[config.mk]
export PLATFORM = sky130hd
export DESIGN_NAME = instr_fetch
export DESIGN_NICKNAME = d
export VERILOG_FILES = /design/src/rtl/instr_fetch.sv
export SDC_FILE = /design/constraint.sdc
export NUM_CORES = 1
export LEC_CHECK = 0
export ABC_AREA = 1
export BUFFER_PORTS_ARGS = -buffer_cell sky130_fd_sc_hd__buf_2
export CORE_MARGIN = 2
export CORE_UTILIZATION = 40
export CTS_BUF_LIST = sky130_fd_sc_hd__clkbuf_4 sky130_fd_sc_hd__clkbuf_8 sky130_fd_sc_hd__clkbuf_16
export DETAILED_ROUTE_END_ITERATION = 12
export GPL_TIMING_DRIVEN = 1
export HOLD_SLACK_MARGIN = 0.05
export PLACE_DENSITY = 0.68
export SYNTH_ARGS = -nofsm -noshare
export SYNTH_HDL_FRONTEND = slang
export SYNTH_SLANG_ARGS = --single-unit
[constraint.sdc]
create_clock -name clk -period 2.1 [get_ports clk]
set_clock_uncertainty 0.1 [all_clocks]
set_input_delay 0.42 -clock clk [delete_from_list [all_inputs] [get_ports clk]]
set_output_delay 0.42 -clock clk [all_outputs]
set_load 0.01 [all_outputs]
[src/rtl/instr_fetch.sv]
// Instruction fetch stage: keeps the PC, issues one read per cycle to a
// synchronous instruction memory, and presents the returned word to decode.
module instr_fetch (
    input  logic        clk,
    input  logic        rst_n,
    input  logic        stall,
    input  logic        flush_ex,
    input  logic [21:0] ex_target,
    input  logic        id_branch_taken,
    input  logic [21:0] id_branch_target,
    input  logic        hlt_ID,
    output logic [21:0] im_addr,
    output logic        im_re,
    input  logic [31:0] im_rdata,
    output logic [31:0] instr,
    output logic [21:0] PC_out,
    output logic        instr_valid,
    output logic        halted
);

    localparam logic RUN    = 1'b0;
    localparam logic HALTED = 1'b1;

    logic        state_reg,   state_next;
    logic [21:0] pc_reg,      pc_next;
    logic [21:0] pc_f_reg,    pc_f_next;
    logic        valid_f_reg, valid_f_next;

    always_comb begin
        state_next   = state_reg;
        pc_next      = pc_reg;
        pc_f_next    = pc_f_reg;
        valid_f_next = valid_f_reg;
        if (state_reg == RUN) begin
            if (flush_ex) begin
                // A flush wins over everything, including a stall and a halt
                // that sits on the wrong path.
                pc_next      = ex_target;
                valid_f_next = 1'b0;
                if (!stall) begin
                    pc_f_next = pc_reg;
                end
            end else if (!stall) begin
                if (hlt_ID) begin
                    state_next   = HALTED;
                    valid_f_next = 1'b0;
                end else if (id_branch_taken) begin
                    // The fall-through fetch issued this cycle is squashed.
                    pc_next      = id_branch_target;
                    pc_f_next    = pc_reg;
                    valid_f_next = 1'b0;
                end else begin
                    pc_next      = pc_reg + 22'd1;
                    pc_f_next    = pc_reg;
                    valid_f_next = 1'b1;
                end
            end
        end
    end

    always_ff @(posedge clk or negedge rst_n) begin
        if (!rst_n) begin
            state_reg   <= RUN;
            pc_reg      <= 22'd0;
            pc_f_reg    <= 22'd0;
            valid_f_reg <= 1'b0;
        end else begin
            state_reg   <= state_next;
            pc_reg      <= pc_next;
            pc_f_reg    <= pc_f_next;
            valid_f_reg <= valid_f_next;
        end
    end

    // While stalled, re-read the in-flight address so im_rdata keeps the same word.
    assign im_addr     = (state_reg == RUN && stall && !flush_ex) ? pc_f_reg : pc_reg;
    assign im_re       = rst_n && (state_reg == RUN);
    assign instr       = valid_f_reg ? im_rdata : 32'h0;
    assign PC_out      = pc_f_reg;
    assign instr_valid = valid_f_reg;
    assign halted      = (state_reg == HALTED);

endmodule

======== Word level (Yosys, flattened, before mapping) ========
Index checks and enable logic that the tools add are counted.
cells by class
  add/sub/neg operators ................... 1
  eq/ne operators ......................... 2
  mux-type cells .......................... 18
  bitwise operators ....................... 2
  reductions and logical operators ........ 7
operators by type and width
  operator                                                          count
  22-bit two-way mux                                                9
  32-bit two-way mux                                                1
  22-bit by 1-bit adder with 22-bit output (second input constant)  1
  1-bit two-way mux                                                 8
  3-bit AND reduction                                               2
  1-bit logical AND                                                 3
  2-bit by 1-bit != test with 1-bit output (second input constant)  1
  2-bit != test (second input constant)                             1
  1-bit inverter                                                    2
  2-bit AND reduction                                               1
  1-bit logical NOT                                                 1
word-level totals
  register bits after elaboration ......... 46
  input port bits ......................... 82
  logic and storage cells ................. 34

======== Longest topological paths before layout ========
Gate-level depths: netlist of run 1.
  word-level depth ........................ 5
  mapped depth ............................ 11

======== Worst setup path after synthesis of run 1 ========
OpenSTA, ideal clock, no wires.
  path type ............................... input -> output
  start ................................... in stall
  end ..................................... out im_addr[10]
  arrival ................................. 1.245 ns
  path slack .............................. 0.335 ns
  stages .................................. 5
  path buffers ............................ 1
  cell sequence ........................... inv_1 nor2_1 nand2_1 clkbuf_1 a21oi_1
on the way
  longest elaborated chain between the ends .. 3
ends and longest elaborated chain
  element                          RTL line  RTL
  start: declaration               6         input logic stall,
  1-bit logical AND (2 in series)  76        assign im_addr = (state_reg == RUN && stall && !flush_ex) ? pc_f_reg : pc_reg;
  22-bit two-way mux               76
  end: declaration                 12        output logic [21:0] im_addr,
No other way between the ends.

======== Worst setup path in the final report of run 1 ========
  start ................................... reg state_reg, in the netlist halted
  end ..................................... out im_addr[16]
on the way
  longest elaborated chain between the ends .. 4
ends and longest elaborated chain
  element                          RTL line  RTL
  start: declaration               24        logic state_reg, state_next;
  start signal: assignment         68        state_reg <= state_next;
  1-bit inverter (no line)         n/a
  1-bit logical AND (2 in series)  76
  22-bit two-way mux               76
No other way between the ends.

==> run summary, run 1 <==
The total power per unit cell area came out at 453 nW/µm². The number of max-slew violations in the final report is 0. The CTS sink count came out at 46. In this run the worst path has a maximum fanout of 24. For the pin with the worst max-slew slack, the measured transition is 0.604 ns.

Summing over every cut layer, the via total after detailed routing is 3801. The number of DRC markers in iteration 0 came out at 197. For the worst setup path, the data arrival time is 1.51 ns. The worst slew margin relative to its limit is 59.7%. The critical path start-end classification is reg -> out. The flow ran to the end, and the final reports show no timing, DRC or antenna violations.

The number of non-filler instances in the completed layout came out at 775. The number of fill cells is 833. The overall power consumption came out at 1.93 mW. The core footprint came out at 7770 µm². The die outline area is 8790 µm².

The leakage power came out at 2.70 nW. The sequential share of the synthesized area is 35.7%. The routed design could run at a clock period as short as 2.03 ns. The routed design has 10.6 mm of wire. The via count of the first global-routing pass is 3416. Max-cap violations in this run came to 0.

The final weighted congestion in routability-driven placement came out at 0.866. The wire length per cell after detailed routing is 13.7 µm. Dividing the synthesized area by the synthesized cell count gives 6.26 µm². In the layout the commonest cells are 160 x buf_2, 159 x nand2_1, 79 x nor2_1. The number of standard-cell rows in the floorplan came out at 32.

The DRC violation count after routing is 0. The setup total negative slack came out at 0 ns. TritonCTS built the clock tree. The path class of the tightest hold or removal check is in -> async. The latest clock arrival within the worst-skew pair came out at 0.30 ns.

In the finished design, the share of the clock period the worst path needs comes to 96.8%. The area overhead of the layout relative to synthesis is 32.4%. The worst setup path is launched from a register. The die extent in y is 93.8 µm.

Summed over all instances, the cell type with the most area after synthesis is dfrtp_1. The number of clock buffers added by TritonCTS is 5. In the post-synthesis netlist, the biggest area contributors are dfrtp_1 36%, nand2_1 19%, nor2_1 9.2%. The net count of the finished layout is 755.

The total routing resource utilization after global routing is 24.2%. The area share of the leading cell type in the synthesized netlist came out at 35.7%. The synthesized net count came out at 598. The number of ports placed on the die boundary came out at 161.

The total grt overflow is 0. The fraction of layout instances using a drive strength above 1 came out at 28.8%. The total placed cells including tap cells came out at 766.

The first detailed-routing pass ran for 4 iterations. The post-CTS clock slew at the launch and capture registers of the worst setup and hold paths is 0.09 ns. The distinct cell type count after synthesis came out at 27.

The average vias per placed instance came out at 4.90. Setup repair after global routing could not meet its margin everywhere. Once the floorplan was initialized, standard cells occupied 41.5% of the core. The count of antenna-violating nets left after detailed routing came out at 0. The longest clock path from root to sink contains 2 buffers. The number of failing setup endpoints in the final timing report came out at 0. After routing the design area is 4270 µm². The half-perimeter wire length after placement came out at 8.27 mm. The cell area reported after detailed placement came out at 4100 µm². The H-tree level count came out at 2.

The die span in x is 93.8 µm. The total standard cell area after synthesis is 3220 µm². The cell count after synthesis is 515. The cell sitting at the root of the clock tree is a clkbuf_8. The worst-case IR drop observed on VDD is 225 µV. The number of antenna violations at the first check in global routing is 0. The flip-flop and latch count after synthesis is 46. Derived from the worst setup path, the maximum achievable clock frequency is 492 MHz. The Yosys warning count came out at 0. STA puts the critical path data required time at 1.58 ns. Leaving out fill and tap cells, the most frequent cell in the layout is buf_2.

The endpoint kind of the worst setup timing path is a primary output. The wire length of the first global-routing pass is 16.7 mm. The number of buffers inserted by port buffering came out at 160.

The hold violation total from the final report came out at 0. The number of diodes added for antenna fixing is 0. Entering global routing, the biggest net connects 47 pins.
-- layout make-up --
class / instances / area, µm² / share of cell area (%)
Timing Repair Buffer: 174 / 922 / 21.6
Multi-Input combinational cell: 378 / 1670 / 39.2
Clock buffer: 6 / 82.6 / 1.93
Clock inverter: 2 / 60.1 / 1.41
Tap cell: 102 / 128 / 2.99
Inverter: 67 / 251 / 5.89
Sequential cell: 46 / 1150 / 27.0
-- layer usage --
layer  GRT usage (%)  wire (µm)
met2            43.8       5430
met5               0          0
met3            3.37        645
met1            31.1       4510
met4            3.99         56
-- power breakdown --
group	switching, mW	leakage, nW	total (mW)	internal [mW]
clock network	0.321	0.0714	0.829	0.508
registers	0.000256	0.564	0.886	0.886
logic	0.123	2.07	0.217	0.0945
total	0.444	2.70	1.93	1.49
-- worst paths after layout --
kind	startpoint	end	slack, ns	depth (start not counted)
max in group asynchronous	rst_n	PC_out[15]	1.31	2
min reg2reg	PC_out[19]	PC_out[19]	0.41	2
max	halted	im_addr[16]	0.07	5
min	rst_n	pc_reg[6]	0.18	2
min in group clk	hlt_ID	instr_valid	0.22	2
max reg2reg	pc_reg[1]	pc_reg[10]	0.43	10
-- synthesized netlist by cell type --
cell type       instances
inv_2                   2
ha_1                    1
dlymetal6s2s_1          1
buf_2                   4
a21oi_1                35
dfrtp_1                46
nor2_4                  5
clkbuf_1               14
o21ai_1                 3
nand2_4                 1
o22ai_1                 5
buf_4                   1
and2_1                  1
nand2_1               159
inv_1                  65
nand2_2                 2
a31oi_1                 2
o41ai_1                 1
nand4_1                 2
nor2_1                 79
nand3_1                31
xnor2_1                 1
o21ai_0                45
nor2_2                  2
clkbuf_8                4
a211oi_1                1
xor2_1                  2
-- timing repair --
action                     4_1_cts  5_1_grt
hold buffers                     0        0
resized for setup                0        4
setup buffers                    0        1
setup endpoints to repair        0       17
-- metrics by stage --
stage          setup WS, ns  util [%]  hold slack (ns)
2_1_floorplan         0.335         -           0.0244
3_3_place_gp          0.250      52.8            0.387
3_5_place_dp          0.154      52.8            0.393
4_1_cts              0.0498      54.7            0.197
5_1_grt             -0.0323      55.0            0.195
6_report             0.0673      55.0            0.184
-- critical path, stage by stage, from the launching register on --
cell	delay, ns
dfrtp_1	0.42
inv_1	0.13
nand2_1	0.13
buf_12	0.19
a21oi_1	0.17
buf_2	0.16
-- kinds of logic after synthesis --
kind of cell | synth area share [%]
flip-flops | 35.7
buffers and inverters | 12.4
XOR/XNOR | 0.815
AND/OR/NAND/NOR | 36.0
adder cells (fa/ha/maj) | 0.388
AO/OA/AOI/OAI | 14.7
(Power assumes the default switching activity.)
==> inputs of run 2 (changes only) <==
--- a/config.mk
+++ b/config.mk
@@ -13,6 +13,7 @@
 export DETAILED_ROUTE_END_ITERATION = 12
 export GPL_TIMING_DRIVEN = 1
 export HOLD_SLACK_MARGIN = 0.05
+export MAX_ROUTING_LAYER = met4
 export PLACE_DENSITY = 0.68
 export SYNTH_ARGS = -nofsm -noshare
 export SYNTH_HDL_FRONTEND = slang
==> run 2 against run 1 <==
- final cell count shrank 0.13%
- sequential power about the same
- hold slack lost 0.0023 ns
- critical path type unchanged
==> run summary, run 2 (synthesis results as in run 1) <==
The setup total negative slack is 0 ns (unchanged). The core footprint came out at 7770 µm² (unchanged). The wire length after detailed routing is 10.6 mm (-0.27%). The number of ports placed on the die boundary is 161 (unchanged).

The worst setup path is launched from a register. The combinational share of power came out at 11.2% (about the same). The worst slew margin relative to its limit is 59.6% (-0.11 points). The register-to-register setup slack came out at 0.42 ns (about the same).

The transition time at the pin with the least slew margin is 0.606 ns (+0.00166 ns). The number of DRC markers in iteration 0 came out at 159 (-19%). The internal power summed over all cells is 1.49 mW (about the same). The die span in x is 93.8 µm (unchanged).

The highest achievable clock rate is 499 MHz (+1.4%). The via count of the first global-routing pass is 3344 (-2.1%). The utilization after layout is 55.0% (about the same). The number of fill cells is 804 (-3.5%). The flip-flop and latch area came out at 1150 µm² (unchanged). The number of gates given a new drive strength after cts came to 0 (unchanged). The peak-usage layer in the global routing report is met2. The total buffers and inverters traversed by the critical path is 3 (unchanged). The area overhead of the layout relative to synthesis came out at 32.5% (about the same). The worst supply voltage drop on vdd came out at 301 µV (+34%). The most frequent standard cell in the layout excluding fill and tap cells is buf_2. The DRC violation count after routing came out at 0 (unchanged). The startpoint of the most critical setup path is halted. The die extent in y is 93.8 µm (unchanged). The period utilization is 95.5% (-1.3 points).

The maximum clock path buffer count came out at 2 (unchanged). The final setup slack of the worst path came out at 0.0955 ns (+0.0282 ns). The maximum fanout count along the critical path was 24 (unchanged). The initial cell density of the core came out at 41.5% (unchanged). The area of the multi-input gates came out at 1680 µm² (+0.15%).

The clock buffer count from CTS came out at 5 (unchanged). The number of diodes added for antenna fixing came out at 0 (unchanged). The global-route met1 utilization is 29.8% (-1.2 points). The number of failing setup endpoints in the final timing report is 0 (unchanged). In this run the critical register-to-register path is launched from pc_reg[0]. The global routing met3 resource utilization was 3.05% (-0.32 points). The setup path with the least slack is of type reg -> out. The signal on the critical path passes through inv_1 > nand2_2 > buf_12 > a21oi_1 > buf_2.

The wire length per cell after detailed routing is 13.7 µm (-0.14%). The run finished with clean final reports. Among all stages on the critical path, the largest delay is contributed by dfrtp_1. The number of standard-cell rows in the floorplan came to 32 (unchanged). The total grt overflow is 0 (unchanged). The total power per unit cell area came to 454 nW/µm² (+0.21%). The average vias per placed instance is 4.80 (-2.2%). The most critical setup path has its endpoint at im_addr[16]. The number of search-and-repair iterations in the first detailed-routing pass is 4 (unchanged). The kind of cell with the highest combined delay along the critical path is buffers and inverters. The count of antenna-violating nets left after detailed routing is 0 (unchanged).

The post-CTS setup buffer count came out at 0 (unchanged). The number of cells on the worst reg-to-reg path was 10 (unchanged). The number of antenna violations at the first check in global routing is 0 (unchanged). In the layout the commonest cells are 160 x buf_2, 158 x nand2_1, 79 x nor2_1. The minimum period implied by the final worst setup slack came out at 2.00 ns (-0.0282 ns). The number of nets in the final layout is 754 (-0.13%).

The required time of the worst setup path is 1.58 ns (about the same). The latest clock arrival within the worst-skew pair is 0.30 ns (about the same). The hold violation total from the final report is 0 (unchanged). The half-perimeter wire length after placement is 8.21 mm (-0.76%).

The switching power is 450 µW (+1.2%). Clock tree synthesis selected as its root buffer the cell clkbuf_8. The H-tree level count is 2 (unchanged). STA classifies the critical path endpoint as a primary output. The largest stage delay on the critical path is 0.43 ns (about the same). The reported max-cap violation count came to 0 (unchanged). The wire length of the first global-routing pass was 16.3 mm (-2.5%).

The proportion of total power due to net switching came out at 23.2% (+0.21 points). The total number of vias was 3713 (-2.3%). TritonCTS built the clock tree. The CTS sink count was 46 (unchanged). The cell count along the critical path is 5 (unchanged). The worst slack at placement came out at 0.174 ns (+0.0207 ns). The total routing resource utilization after global routing is 24.3% (+0.15 points). The leakage power came out at 2.71 nW (about the same). The number of buffers inserted by port buffering was 160 (unchanged). The clock share of power is 43.0% (about the same). The number of max-slew violations in the final report is 0 (unchanged). The post-CTS clock slew at the launch and capture registers of the worst setup and hold paths is 0.09 ns (about the same).

The critical path data arrival time came to 1.48 ns (-0.03 ns). The worst hold path belongs to the class in -> async. The final weighted congestion in routability-driven placement is 0.873 (+0.83%). The worst register-to-register path ends at pc_reg[10]. The die outline area is 8790 µm² (unchanged). The overall power consumption came to 1.94 mW (+0.29%). The fraction of layout instances using a drive strength above 1 came out at 28.9% (+0.043 points).

The area of all placed cells without fillers was 4270 µm² (about the same). The global routing usage on met2 is 43.2% (-0.60 points). The cell area reported after detailed placement is 4100 µm² (unchanged). The count of hold buffers inserted by post-cts repair came out at 0 (unchanged). The portion of total power attributed to sequential cells was 45.7% (about the same). The largest net degree at the start of global routing was 47 (unchanged).
==> run 2: cell types whose count changed in the layout (fill, tap and decap cells not counted) <==
| cell | before | now |
|---|---|---|
| buf_12 | 1 | 2 |
| buf_4 | 12 | 11 |
| buf_6 | 1 | 0 |
| nand2_1 | 159 | 158 |
| nand2_2 | 2 | 3 |
==> run 2: worst min path at each step <==
stage                     depth (start not counted)  slack, ns    endpoint       start
after floorplan                                   0       0.02   PC_out[0]       rst_n
after global placement                            2       0.39  pc_reg[21]  pc_reg[21]
after detailed placement                          2       0.39   PC_out[8]   PC_out[8]
after CTS                                         2       0.19   pc_reg[6]       rst_n
after global routing                              2       0.22   pc_reg[6]       rst_n
final                                             2       0.18   pc_reg[6]       rst_n
==> run 2: through the flow <==
| stage | hold slack (ns) | instances |
|---|---|---|
| 2_1_floorplan | 0.0244 | 515 |
| 4_1_cts | 0.190 | 774 |
| 6_report | 0.182 | 774 |
| 3_3_place_gp | 0.387 | 766 |
| 5_1_grt | 0.221 | 774 |
| 3_5_place_dp | 0.395 | 766 |
==> run 2: power groups by stage <==
stage,sequential [mW],clock (mW),combinational (mW)
5_1_grt,0.886,0.876,0.244
3_5_place_dp,0.904,0,0.217
4_1_cts,0.886,0.845,0.218
2_1_floorplan,0.904,0,0.0889
3_3_place_gp,0.903,0,0.214
6_report,0.886,0.834,0.218
==> run 2: final cells by class <==
cell class                      count  area share [%]
Tap cell                          102            2.99
Sequential cell                    46            26.9
Inverter                           67            5.89
Multi-Input combinational cell    378            39.2
Timing Repair Buffer              173            21.6
Clock buffer                        6            1.93
Clock inverter                      2            1.41
==> run 2: per-layer routing <==
| layer | vias to the layer above | part of all wire, % |
|---|---|---|
| li1 | 1912 | - |
| met1 | 1679 | 44 |
| met2 | 115 | 50 |
| met3 | 7 | 5.2 |
| met4 | 0 | 1.3 |
| met5 | - | 0 |
